## src/rtl/eq_sweep_pkg.sv

```systemverilog
// rtl/eq_sweep_pkg.sv - shared types and default-derived constants for the equivalence sweep controller
package eq_sweep_pkg;

    localparam int N_IN_DEF       = 4;
    localparam int SETTLE_CYC_DEF = 2;

    // Vector space and sweep length for the default configuration
    localparam int NUM_VEC   = 2 ** N_IN_DEF;
    localparam int VEC_LAST  = NUM_VEC - 1;
    localparam int SWEEP_CYC = NUM_VEC * (SETTLE_CYC_DEF + 1);

    typedef enum logic [1:0] {
        IDLE   = 2'd0,
        SETTLE = 2'd1,
        DONE   = 2'd2
    } sweep_state_t;

endpackage

```

## src/rtl/sweep_settle_timer.sv

```systemverilog
// rtl/sweep_settle_timer.sv - loadable down-counter timing the per-vector hold
module sweep_settle_timer #(
    parameter int W = 2
) (
    input  logic         clk,
    input  logic         rst,
    input  logic         load,
    input  logic [W-1:0] load_val,
    output logic         expired
);

    logic [W-1:0] count;

    // Load takes priority; otherwise count down and rest at zero
    always_ff @(posedge clk or posedge rst) begin
        if (rst) begin
            count <= '0;
        end else if (load) begin
            count <= load_val;
        end else if (count != '0) begin
            count <= count - W'(1);
        end
    end

    assign expired = (count == '0);

endmodule

```

## src/rtl/equiv_sweep_ctrl.sv

```systemverilog
// rtl/equiv_sweep_ctrl.sv - exhaustive two-implementation sweep comparator; SWEEP_FAIL_MAP_EN adds fail_map_o
module equiv_sweep_ctrl
    import eq_sweep_pkg::*;
#(
    parameter int N_IN       = N_IN_DEF,
    parameter int SETTLE_CYC = SETTLE_CYC_DEF,
    parameter int CNT_W      = N_IN + 1
) (
    input  logic              clk,
    input  logic              rst,
    input  logic              start,
    input  logic              abort,
    input  logic              f_a_i,
    input  logic              f_b_i,
    output logic [N_IN-1:0]   vec_o,
    output logic              busy,
    output logic              done,
    output logic              pass,
    output logic [CNT_W-1:0]  err_cnt,
    output logic              first_fail_valid,
    output logic [N_IN-1:0]   first_fail_vec
`ifdef SWEEP_FAIL_MAP_EN
    ,
    output logic [2**N_IN-1:0] fail_map_o
`endif
);

    localparam int TW = (SETTLE_CYC > 0) ? $clog2(SETTLE_CYC + 1) : 1;

    sweep_state_t state, state_nxt;
    logic         timer_load;
    logic         expired;
    logic         go_start;
    logic         go_abort;
    logic         cmp_cycle;
    logic         vec_last;
    logic         mismatch;

    assign vec_last = (vec_o == '1);
    assign mismatch = f_a_i ^ f_b_i;

    sweep_settle_timer #(
        .W (TW)
    ) u_timer (
        .clk      (clk),
        .rst      (rst),
        .load     (timer_load),
        .load_val (TW'(SETTLE_CYC)),
        .expired  (expired)
    );

    // State register
    always_ff @(posedge clk or posedge rst) begin
        if (rst) begin
            state <= IDLE;
        end else begin
            state <= state_nxt;
        end
    end

    // Next state, timer reload and datapath strobes; abort beats start
    always_comb begin
        state_nxt  = state;
        timer_load = 1'b0;
        go_start   = 1'b0;
        go_abort   = 1'b0;
        cmp_cycle  = 1'b0;
        case (state)
            IDLE, DONE: begin
                if (start && !abort) begin
                    state_nxt  = SETTLE;
                    timer_load = 1'b1;
                    go_start   = 1'b1;
                end
            end
            SETTLE: begin
                if (abort) begin
                    state_nxt = IDLE;
                    go_abort  = 1'b1;
                end else if (expired) begin
                    cmp_cycle = 1'b1;
                    if (vec_last) begin
                        state_nxt = DONE;
                    end else begin
                        timer_load = 1'b1;
                    end
                end
            end
            default: begin
                state_nxt = IDLE;
            end
        endcase
    end

    // Vector counter and result accumulation; all-ones vector never increments
    always_ff @(posedge clk or posedge rst) begin
        if (rst) begin
            vec_o            <= '0;
            err_cnt          <= '0;
            first_fail_valid <= 1'b0;
            first_fail_vec   <= '0;
        end else if (go_start) begin
            vec_o            <= '0;
            err_cnt          <= '0;
            first_fail_valid <= 1'b0;
            first_fail_vec   <= '0;
        end else if (go_abort) begin
            vec_o <= '0;
        end else if (cmp_cycle) begin
            if (mismatch) begin
                err_cnt <= err_cnt + CNT_W'(1);
                if (!first_fail_valid) begin
                    first_fail_valid <= 1'b1;
                    first_fail_vec   <= vec_o;
                end
            end
            if (!vec_last) begin
                vec_o <= vec_o + N_IN'(1);
            end
        end
    end

`ifdef SWEEP_FAIL_MAP_EN
    // Per-vector mismatch bitmap, one bit per input combination
    always_ff @(posedge clk or posedge rst) begin
        if (rst) begin
            fail_map_o <= '0;
        end else if (go_start) begin
            fail_map_o <= '0;
        end else if (cmp_cycle && mismatch) begin
            fail_map_o[vec_o] <= 1'b1;
        end
    end
`endif

    assign busy = (state == SETTLE);
    assign done = (state == DONE);
    assign pass = (state == DONE) && (err_cnt == '0);

endmodule
```

## config.mk

```make
export PLATFORM = sky130hd
export DESIGN_NAME = equiv_sweep_ctrl
export DESIGN_NICKNAME = d
export VERILOG_FILES = /design/src/rtl/eq_sweep_pkg.sv /design/src/rtl/sweep_settle_timer.sv /design/src/rtl/equiv_sweep_ctrl.sv
export SDC_FILE = /design/constraint.sdc
export NUM_CORES = 1
export LEC_CHECK = 0
export CAP_MARGIN = 15
export CORE_MARGIN = 2
export CORE_UTILIZATION = 52
export DETAILED_ROUTE_END_ITERATION = 7
export GPL_ROUTABILITY_DRIVEN = 0
export GPL_TIMING_DRIVEN = 1
export PLACE_DENSITY = 0.8
export SYNTH_ARGS = -nofsm -noshare
export SYNTH_HDL_FRONTEND = slang
export SYNTH_SLANG_ARGS = --single-unit
export TNS_END_PERCENT = 5
```

## constraint.sdc

```tcl
create_clock -name clk -period 4.2 [get_ports clk]
set_clock_uncertainty 0.1 [all_clocks]
set_input_delay 0.42 -clock clk [delete_from_list [all_inputs] [get_ports clk]]
set_output_delay 0.42 -clock clk [all_outputs]
set_load 0.02 [all_outputs]
```

# After elaboration in Yosys (flattened, before gate mapping)
# Index checks and enable logic that the tools add are counted.
totals:
  ff_bits: 18
  word_cells: 70
classes:
  n_addsub: 3
  eq_ne: 9
  mux: 35
  bitwise_logic: 1
  n_reduce_logical: 16
op_table:
  columns: ["operator", "n"]
  rows:
  - ["4-bit 2-to-1 mux", 9]
  - ["5-bit 2-to-1 mux", 4]
  - ["1-bit 2-to-1 mux", 14]
  - ["2-bit 2-to-1 mux", 6]
  - ["2-bit nonzero test", 4]
  - ["3-bit by 2-bit != test with 1-bit output (second input constant)", 2]
  - ["3-bit AND reduction", 2]
  - ["5-bit by 1-bit adder with 5-bit output (second input constant)", 1]
  - ["5-bit logical NOT", 1]
  - ["4-bit by 1-bit adder with 4-bit output (second input constant)", 1]
  - ["4-bit equality test (second input constant)", 1]
  - ["2-bit logical NOT", 2]
  - ["2-bit != test (second input constant)", 2]
  - ["2-bit one-hot mux with 2 select lines", 1]
  - ["4-bit AND reduction", 1]
  - ["3-bit != test (second input constant)", 1]
  - ["3-bit nonzero test", 1]
  - ["2-bit by 1-bit equality test with 1-bit output (second input constant)", 1]
  - ["2-bit equality test (second input constant)", 1]
  - ["1-bit logical AND", 2]
  - ["2-bit by 1-bit != test with 1-bit output (second input constant)", 1]
  - ["1-bit one-hot mux with 2 select lines", 1]
  - ["2-bit AND reduction", 1]
  - ["2-bit OR reduction", 1]
  - ["other kinds (3)", 3]

# Logic depth before layout (Yosys ltp)
# Gate-level depths: netlist of the first run.
depth:
  depth_word: 7
  mapped_depth: 6
  ltp_nobuf: 5

# Cells and area by module
# A second synthesis of the first run with hierarchy kept.
unflattened:
  hier_cells: 105
  area_unflattened_um2: 1002.2
by_module_without_submodules:
  columns: ["module", "n_inst", "cells_per_inst", "area_each_um2"]
  rows:
  - ["equiv_sweep_ctrl", 1, 92, 874.6]
  - ["sweep_settle_timer", 1, 13, 127.6]

# Worst setup path after synthesis of the first run
# No wires, ideal clock.
synth_timing:
  kind: "register to output"
  start: "reg err_cnt[1]"
  end: "out pass"
  arrival_time_ns: 1.364
  required_ns: 3.680
  slack_ns: 2.316
  path_stages_with_launch: 5
  n_path_buf: 0
  cell_sequence: "dfrtp_1 > inv_1 > ha_1 > nand2b_1 > nor4_1"
synth_via:
  elab_chain_cells: 2
synth_lines:
  columns: ["item", "line", "source"]
  rows:
  - ["from (decl)", "equiv_sweep_ctrl.sv:19", "output logic [CNT_W-1:0] err_cnt,"]
  - ["from (signal assigned)", "equiv_sweep_ctrl.sv:111", "err_cnt <= err_cnt + CNT_W'(1);"]
  - ["5-bit logical NOT", "equiv_sweep_ctrl.sv:138", "assign pass = (state == DONE) && (err_cnt == '0);"]
  - ["1-bit logical AND", "equiv_sweep_ctrl.sv:138", null]
  - ["to (decl)", "equiv_sweep_ctrl.sv:18", "output logic pass,"]
# No other way between the ends.

# Worst setup path after layout of the first run
layout_timing:
  start: "reg state[0]"
  end: "out pass"
layout_via:
  elab_chain_cells: 2
layout_lines:
  columns: ["item", "line", "source"]
  rows:
  - ["from (decl)", "equiv_sweep_ctrl.sv:30", "sweep_state_t state, state_nxt;"]
  - ["from (signal assigned)", "equiv_sweep_ctrl.sv:57", "state <= state_nxt;"]
  - ["2-bit equality test", "equiv_sweep_ctrl.sv:138", null]
  - ["1-bit logical AND", "equiv_sweep_ctrl.sv:138", null]
# No other way between the ends.

==> impl_metrics.env, run 1 <==
export IMPL_p_per_area_nw_per_um2=356
export IMPL_diodes=0
export IMPL_cts_buffer_depth=2
export IMPL_wire_per_inst_um=14.2
export IMPL_cts_resized=0
export IMPL_path_clk_slew_ns=0.11
export IMPL_p_sw_uw=148
export IMPL_route_met3_wl_um=112
export IMPL_grt_max_degree=19
export IMPL_cp_data_required_time_ns=3.68
export IMPL_nNetsFinal=133
export IMPL_cp_max_fo=7
export IMPL_core_rowCount=15
export IMPL_r2r_end="vec_o[0]$_DFFE_PP0P_"
export IMPL_synthTopCellsByCount="dfrtp_1 (18), inv_1 (8), nand3_1 (7)"
export IMPL_die_area_sq_um=2300
export IMPL_cts_tree="built"
export IMPL_die_h_um=47.9
export IMPL_placed_cell_area_sq_um=1240
export IMPL_cp_end_kind="output port"
export IMPL_ys_seq_area_frac=0.449
export IMPL_drtIter0Drc=35
export IMPL_yosysWarnings=0
export IMPL_fp_dieW_um=47.9
export IMPL_final_hold_viol_count=0
export IMPL_grt_pass1_wl_um=3410
export IMPL_final_area_sq_um=1270
export IMPL_wl_um=2080
export IMPL_track_usage=0.219
export IMPL_slew_headroom=0.539
export IMPL_drc=0
export IMPL_antenna_found_initial=0
export IMPL_synth_most_common_cell="dfrtp_1"
export IMPL_rsz0062_at_grt="no"
export IMPL_yosys_top_cells_area="dfrtp_1 (45%), ha_1 (5.0%), nand3_1 (3.5%)"
export IMPL_m1WireLength_um=951
export IMPL_arrival_ns=1.83
export IMPL_total_power_uw=454
export IMPL_internal_power_uw=306
export IMPL_synth_top_cell_area_share=0.449
export IMPL_synthCells=99
export IMPL_seqPwrFrac=0.468
export IMPL_cts_sinks=18
export IMPL_post_cts_buffers=0
export IMPL_area_delta_synth_final_pct=27.1
export IMPL_post_dp_hpwl_um=1540
export IMPL_p_leak_nw=0.562
export IMPL_synth_top_area_cell="dfrtp_1"
export IMPL_synth_seq_cells=18
export IMPL_highest_layer="met4"
export IMPL_peakVddDrop_v=0.000254
export IMPL_synthesis_nets=109
export IMPL_r2r_start="u_timer.count[0]$_DFFE_PP0P_"
export IMPL_grt_pass1_vias=785
export IMPL_vias_per_cell=5.81
export IMPL_combPwrFrac=0.295
export IMPL_synth_main_ff_cell="dfrtp_1"
export IMPL_cp_start_kind="flop"
export IMPL_synth_edf_count=0
export IMPL_p_clk_frac=0.237
export IMPL_synth_area_sq_um=1000
export IMPL_overflow=0
export IMPL_io_pins=23
export IMPL_cts_hold_buf=0
export IMPL_route_met2_wl_um=981
export IMPL_num_vias=854
export IMPL_numCtsBuffers=3
export IMPL_cts_max_level=1
export IMPL_drv_slew=0
export IMPL_criticalPathCategory="reg2out"
export IMPL_min_period_over_period=0.560
export IMPL_drive_above_1_share=0.0820
export IMPL_first_pass_iters=4
export IMPL_io_buffer_count=22
export IMPL_clock_fmax_ghz=0.425
export IMPL_regToRegSetupSlack_ns=2.24
export IMPL_fin_tns_setup_ns=0
export IMPL_min_period_ns=2.35
export IMPL_start_util=0.569
export IMPL_syn_avg_cell_area_sq_um=10.1
export IMPL_core_sq_um=1760
export IMPL_ant_nets=0
export IMPL_cts_root_buffer="clkbuf_4"
export IMPL_clock_latency_ns=0.29
export IMPL_p_sw_frac=0.326
export IMPL_ys_async_sr_fraction=1.00
export IMPL_synth_cell_types=39
export IMPL_status="finished clean"
export IMPL_hold_path_class="in2async"
export IMPL_setup_viol=0
export IMPL_reg2regPathDepth=5
export IMPL_drv_cap=0
export IMPL_tightest_slew_ns=0.691
power by group through the flow:
stage               Clock [mW]  Combinational [mW]  Sequential [mW]
global placement             0               0.127            0.214
global route             0.123               0.149            0.216
CTS                      0.112               0.133            0.213
detailed placement           0               0.131            0.216
floorplan                    0              0.0804            0.222
finish                   0.108               0.134            0.213
worst max-delay path, cell delays in order (launching register included):
cell             delay, ns
dfrtp_1               0.46
nand2b_1              0.21
nor4_1                0.23
clkdlybuf4s50_1       0.64
routing by layer:
layer	vias up	GRT usage
met5	-	0
met4	0	0.151
met1	407	0.301
met2	27	0.309
li1	414	-
met3	6	0.0415
area by class of cell:
cell class              instances  area (sq um)
multi-input cells              70           507
fillers                       135           489
flip-flops and latches         18           450
repair buffers                 22           220
clock buffers                   4          36.3
well taps                      25          31.3
inverters                       8          30.0
cell families (layout without fill, tap and decap cells):
| family | Yosys count | after routing | share of synthesized area |
|---|---|---|---|
| AOI/OAI and AO/OA | 19 | 19 | 0.140 |
| xor gates and xnor gates | 3 | 3 | 0.0412 |
| adders and majority gates | 4 | 4 | 0.0499 |
| buffers and inverters | 11 | 34 | 0.0461 |
| DFF | 18 | 18 | 0.449 |
| muxes | 2 | 2 | 0.0212 |
| and+or+nand+nor | 42 | 42 | 0.253 |
flip-flops by register name, summed over array words and instances, names as in the netlist:
| name | count |
|---|---|
| err_cnt | 5 |
| vec_o | 4 |
| first_fail_valid | 1 |
| first_fail_vec | 4 |
| state | 2 |
| u_timer.count | 2 |
cells in the final DEF (no fill, tap or decap), drive strengths merged:
| cell | n |
|---|---|
| nand3 | 7 |
| nand2b | 3 |
| or3b | 1 |
| clkdlybuf4s50 | 22 |
| and3 | 1 |
| xor2 | 1 |
| a21oi | 5 |
| mux2 | 1 |
| clkbuf | 4 |
| nand4 | 4 |
| xnor2 | 2 |
| o32ai | 1 |
| and4b | 1 |
| mux2i | 1 |
| nor2b | 3 |
| nor3b | 1 |
| inv | 8 |
| nand4bb | 1 |
| nor3 | 2 |
| o31ai | 1 |
| ha | 4 |
| nor4 | 3 |
| or3 | 1 |
| dfrtp | 18 |
| nor2 | 2 |
| nand2 | 6 |
| o211ai | 1 |
| nor4b | 1 |
| o311ai | 4 |
| a221o | 3 |
| nand3b | 1 |
| o22ai | 1 |
| and2 | 3 |
| and4bb | 1 |
| o21ai | 3 |
metrics by stage:
stage	setup WS (ns)	hold WS (ns)	std cells	utilization
final	1.85	0.421	147	0.723
after global routing	1.73	0.489	147	0.723
after CTS	1.83	0.440	147	0.723
after detailed placement	1.93	0.437	143	0.702
after global placement	1.95	0.385	143	0.702
after floorplan	2.32	0.259	99	-
how the worst max path moves through the flow:
| stage | end | slack, ns | cells past startpoint | from |
|---|---|---|---|---|
| global placement | err_cnt[1]$_DFFE_PP0P_ | 1.95 | 4 | abort |
| global route | pass | 1.73 | 3 | state[0]$_DFFE_PP0P_ |
| floorplan | pass | 2.32 | 4 | err_cnt[1]$_DFFE_PP0P_ |
| detailed placement | err_cnt[1]$_DFFE_PP0P_ | 1.93 | 4 | abort |
| finish | pass | 1.85 | 3 | state[0]$_DFFE_PP0P_ |
| CTS | pass | 1.83 | 3 | state[0]$_DFFE_PP0P_ |
Power figures use the tool's default switching activity.
==> run 2, diff against run 1 <==
--- a/config.mk
+++ b/config.mk
@@ -7,11 +7,11 @@
 export LEC_CHECK = 0
 export CAP_MARGIN = 15
 export CORE_MARGIN = 2
-export CORE_UTILIZATION = 52
+export CORE_UTILIZATION = 48
 export DETAILED_ROUTE_END_ITERATION = 7
 export GPL_ROUTABILITY_DRIVEN = 0
 export GPL_TIMING_DRIVEN = 1
-export PLACE_DENSITY = 0.8
+export PLACE_DENSITY = 0.75
 export SYNTH_ARGS = -nofsm -noshare
 export SYNTH_HDL_FRONTEND = slang
 export SYNTH_SLANG_ARGS = --single-unit
==> constraint.sdc (replaced) <==
create_clock -name clk -period 2.3 [get_ports clk]
set_clock_uncertainty 0.1 [all_clocks]
set_input_delay 0.23 -clock clk [delete_from_list [all_inputs] [get_ports clk]]
set_output_delay 0.23 -clock clk [all_outputs]
set_load 0.02 [all_outputs]
==> run 2 against run 1 <==
Effect of this change:
- utilization down 5.9 points
- clock power increased by 81%
- register-to-register slack lost 1.6 ns
- total power up 82%
- flip-flop and latch count stayed put
- cell count is 3.4% higher
- worst setup slack worse by 1.5 ns
- critical endpoint is now done
- largest power group unchanged
==> impl_metrics.env, run 2 (same netlist as run 1, synthesis figures left out) <==
export IMPL_status="finished clean"
export IMPL_diodes=0
export IMPL_io_pins=23
export IMPL_min_period_ns=1.95
export IMPL_slew_headroom=0.535
export IMPL_fin_tns_setup_ns=0
export IMPL_setup_viol=0
export IMPL_first_pass_iters=4
export IMPL_vias_per_cell=5.66
export IMPL_top_usage_layer="met2"
export IMPL_area_delta_synth_final_pct=29.8
export IMPL_clock_latency_ns=0.30
export IMPL_numCtsBuffers=3
export IMPL_cts_resized=0
export IMPL_met2_usage=0.289
export IMPL_core_sq_um=1960
export IMPL_core_rowCount=16
export IMPL_track_usage=0.201
export IMPL_p_leak_nw=0.596
export IMPL_cts_hold_buf=0
export IMPL_top_register="err_cnt"
export IMPL_num_vias=861
export IMPL_cp_end_kind="output port"
export IMPL_final_cell_mix="clkdlybuf4s50_1 (21), dfrtp_1 (18), inv_1 (8), nand3_1 (7), nand2_1 (6)"
export IMPL_die_area_sq_um=2470
export IMPL_p_per_area_nw_per_um2=635
export IMPL_cts_max_level=1
export IMPL_cts_root_buffer="clkbuf_4"
export IMPL_cts_tree="built"
export IMPL_start_util=0.511
export IMPL_cts_buffer_depth=2
export IMPL_drv_cap=0
export IMPL_placed_cell_area_sq_um=1260
export IMPL_drv_slew=0
export IMPL_drc=0
export IMPL_grt_max_degree=19
export IMPL_top_regs="err_cnt (5), first_fail_vec (4), vec_o (4)"
export IMPL_cp_start_kind="flop"
export IMPL_largest_reg_flops=5
export IMPL_wl_um=2140
export IMPL_fp_dieW_um=49.7
export IMPL_grt_use_met3=0.0424
export IMPL_post_cts_buffers=0
export IMPL_ant_nets=0
export IMPL_die_h_um=49.7
export IMPL_total_power_uw=827
export IMPL_tightest_slew_ns=0.696
export IMPL_layout_commonest_cell="clkdlybuf4s50_1"
export IMPL_criticalPathCategory="reg2out"
export IMPL_min_period_over_period=0.847
export IMPL_arrival_ns=1.62
export IMPL_use_met1=0.287
export IMPL_drtIter0Drc=16
export IMPL_grt_pass1_vias=822
export IMPL_overflow=0
export IMPL_post_dp_hpwl_um=1610
export IMPL_io_buffer_count=22
export IMPL_peakVddDrop_v=0.000397
export IMPL_final_hold_viol_count=0
export IMPL_grt_pass1_wl_um=3770
export IMPL_antenna_found_initial=0
export IMPL_path_clk_slew_ns=0.10
export IMPL_hold_path_class="in2async"
export IMPL_nNetsFinal=136
export IMPL_clock_fmax_ghz=0.513
export IMPL_cts_sinks=18
export IMPL_cp_max_fo=7
export IMPL_cp_data_required_time_ns=1.97
export IMPL_final_area_sq_um=1300
export IMPL_drive_above_1_share=0.104
export IMPL_whs_ns=0.226
export IMPL_rsz0062_at_grt="no"
export IMPL_utilization=0.664
export IMPL_wire_per_inst_um=14.1
-- run 2: layout make-up --
class                           instances  area (sq um)
Clock buffer                            4          36.3
Fill cell                             174           659
Inverter                                8          30.0
Multi-Input combinational cell         70           507
Sequential cell                        18           450
Tap cell                               27          33.8
Timing Repair Buffer                   25           245
-- run 2: critical path: stages, from the launching register on --
cell             delay (ns)
dfrtp_1                0.44
nand2b_1               0.21
inv_1                  0.07
clkdlybuf4s50_1        0.60
-- run 2: per-stage QoR --
step,worst slack (ns),cells
2_1_floorplan,0.606,99
3_3_place_gp,0.481,148
3_5_place_dp,0.441,148
4_1_cts,0.136,152
5_1_grt,0.256,152
6_report,0.352,152
-- run 2: metal layers --
metal / wire [um] / vias up
met3: 122 / 3
met5: 0 / -
met1: 953 / 416
met4: 21 / 0
li1: - / 419
met2: 1040 / 23
-- run 2: final timing paths --
path                                               from                            end  slack, ns  cells past startpoint
max reg2reg                u_timer.count[0]$_DFFE_PP0P_  first_fail_vec[3]$_DFFE_PP0P_       0.60                      6
min reg2reg                u_timer.count[1]$_DFFE_PP0P_   u_timer.count[1]$_DFFE_PP0P_       0.42                      2
min in group clk           u_timer.count[1]$_DFFE_PP0P_   u_timer.count[1]$_DFFE_PP0P_       0.42                      2
max in group asynchronous                           rst         err_cnt[0]$_DFFE_PP0P_       1.43                      2
max                                state[0]$_DFFE_PP0P_                           done       0.35                      3
min                                                 rst   u_timer.count[0]$_DFFE_PP0P_       0.23                      2
-- run 2: report_power, final --
part,total [mW],internal [mW],switching (mW)
registers,0.386,0.353,0.0330
logic,0.246,0.114,0.132
clock network,0.195,0.0965,0.0984
total,0.827,0.564,0.263
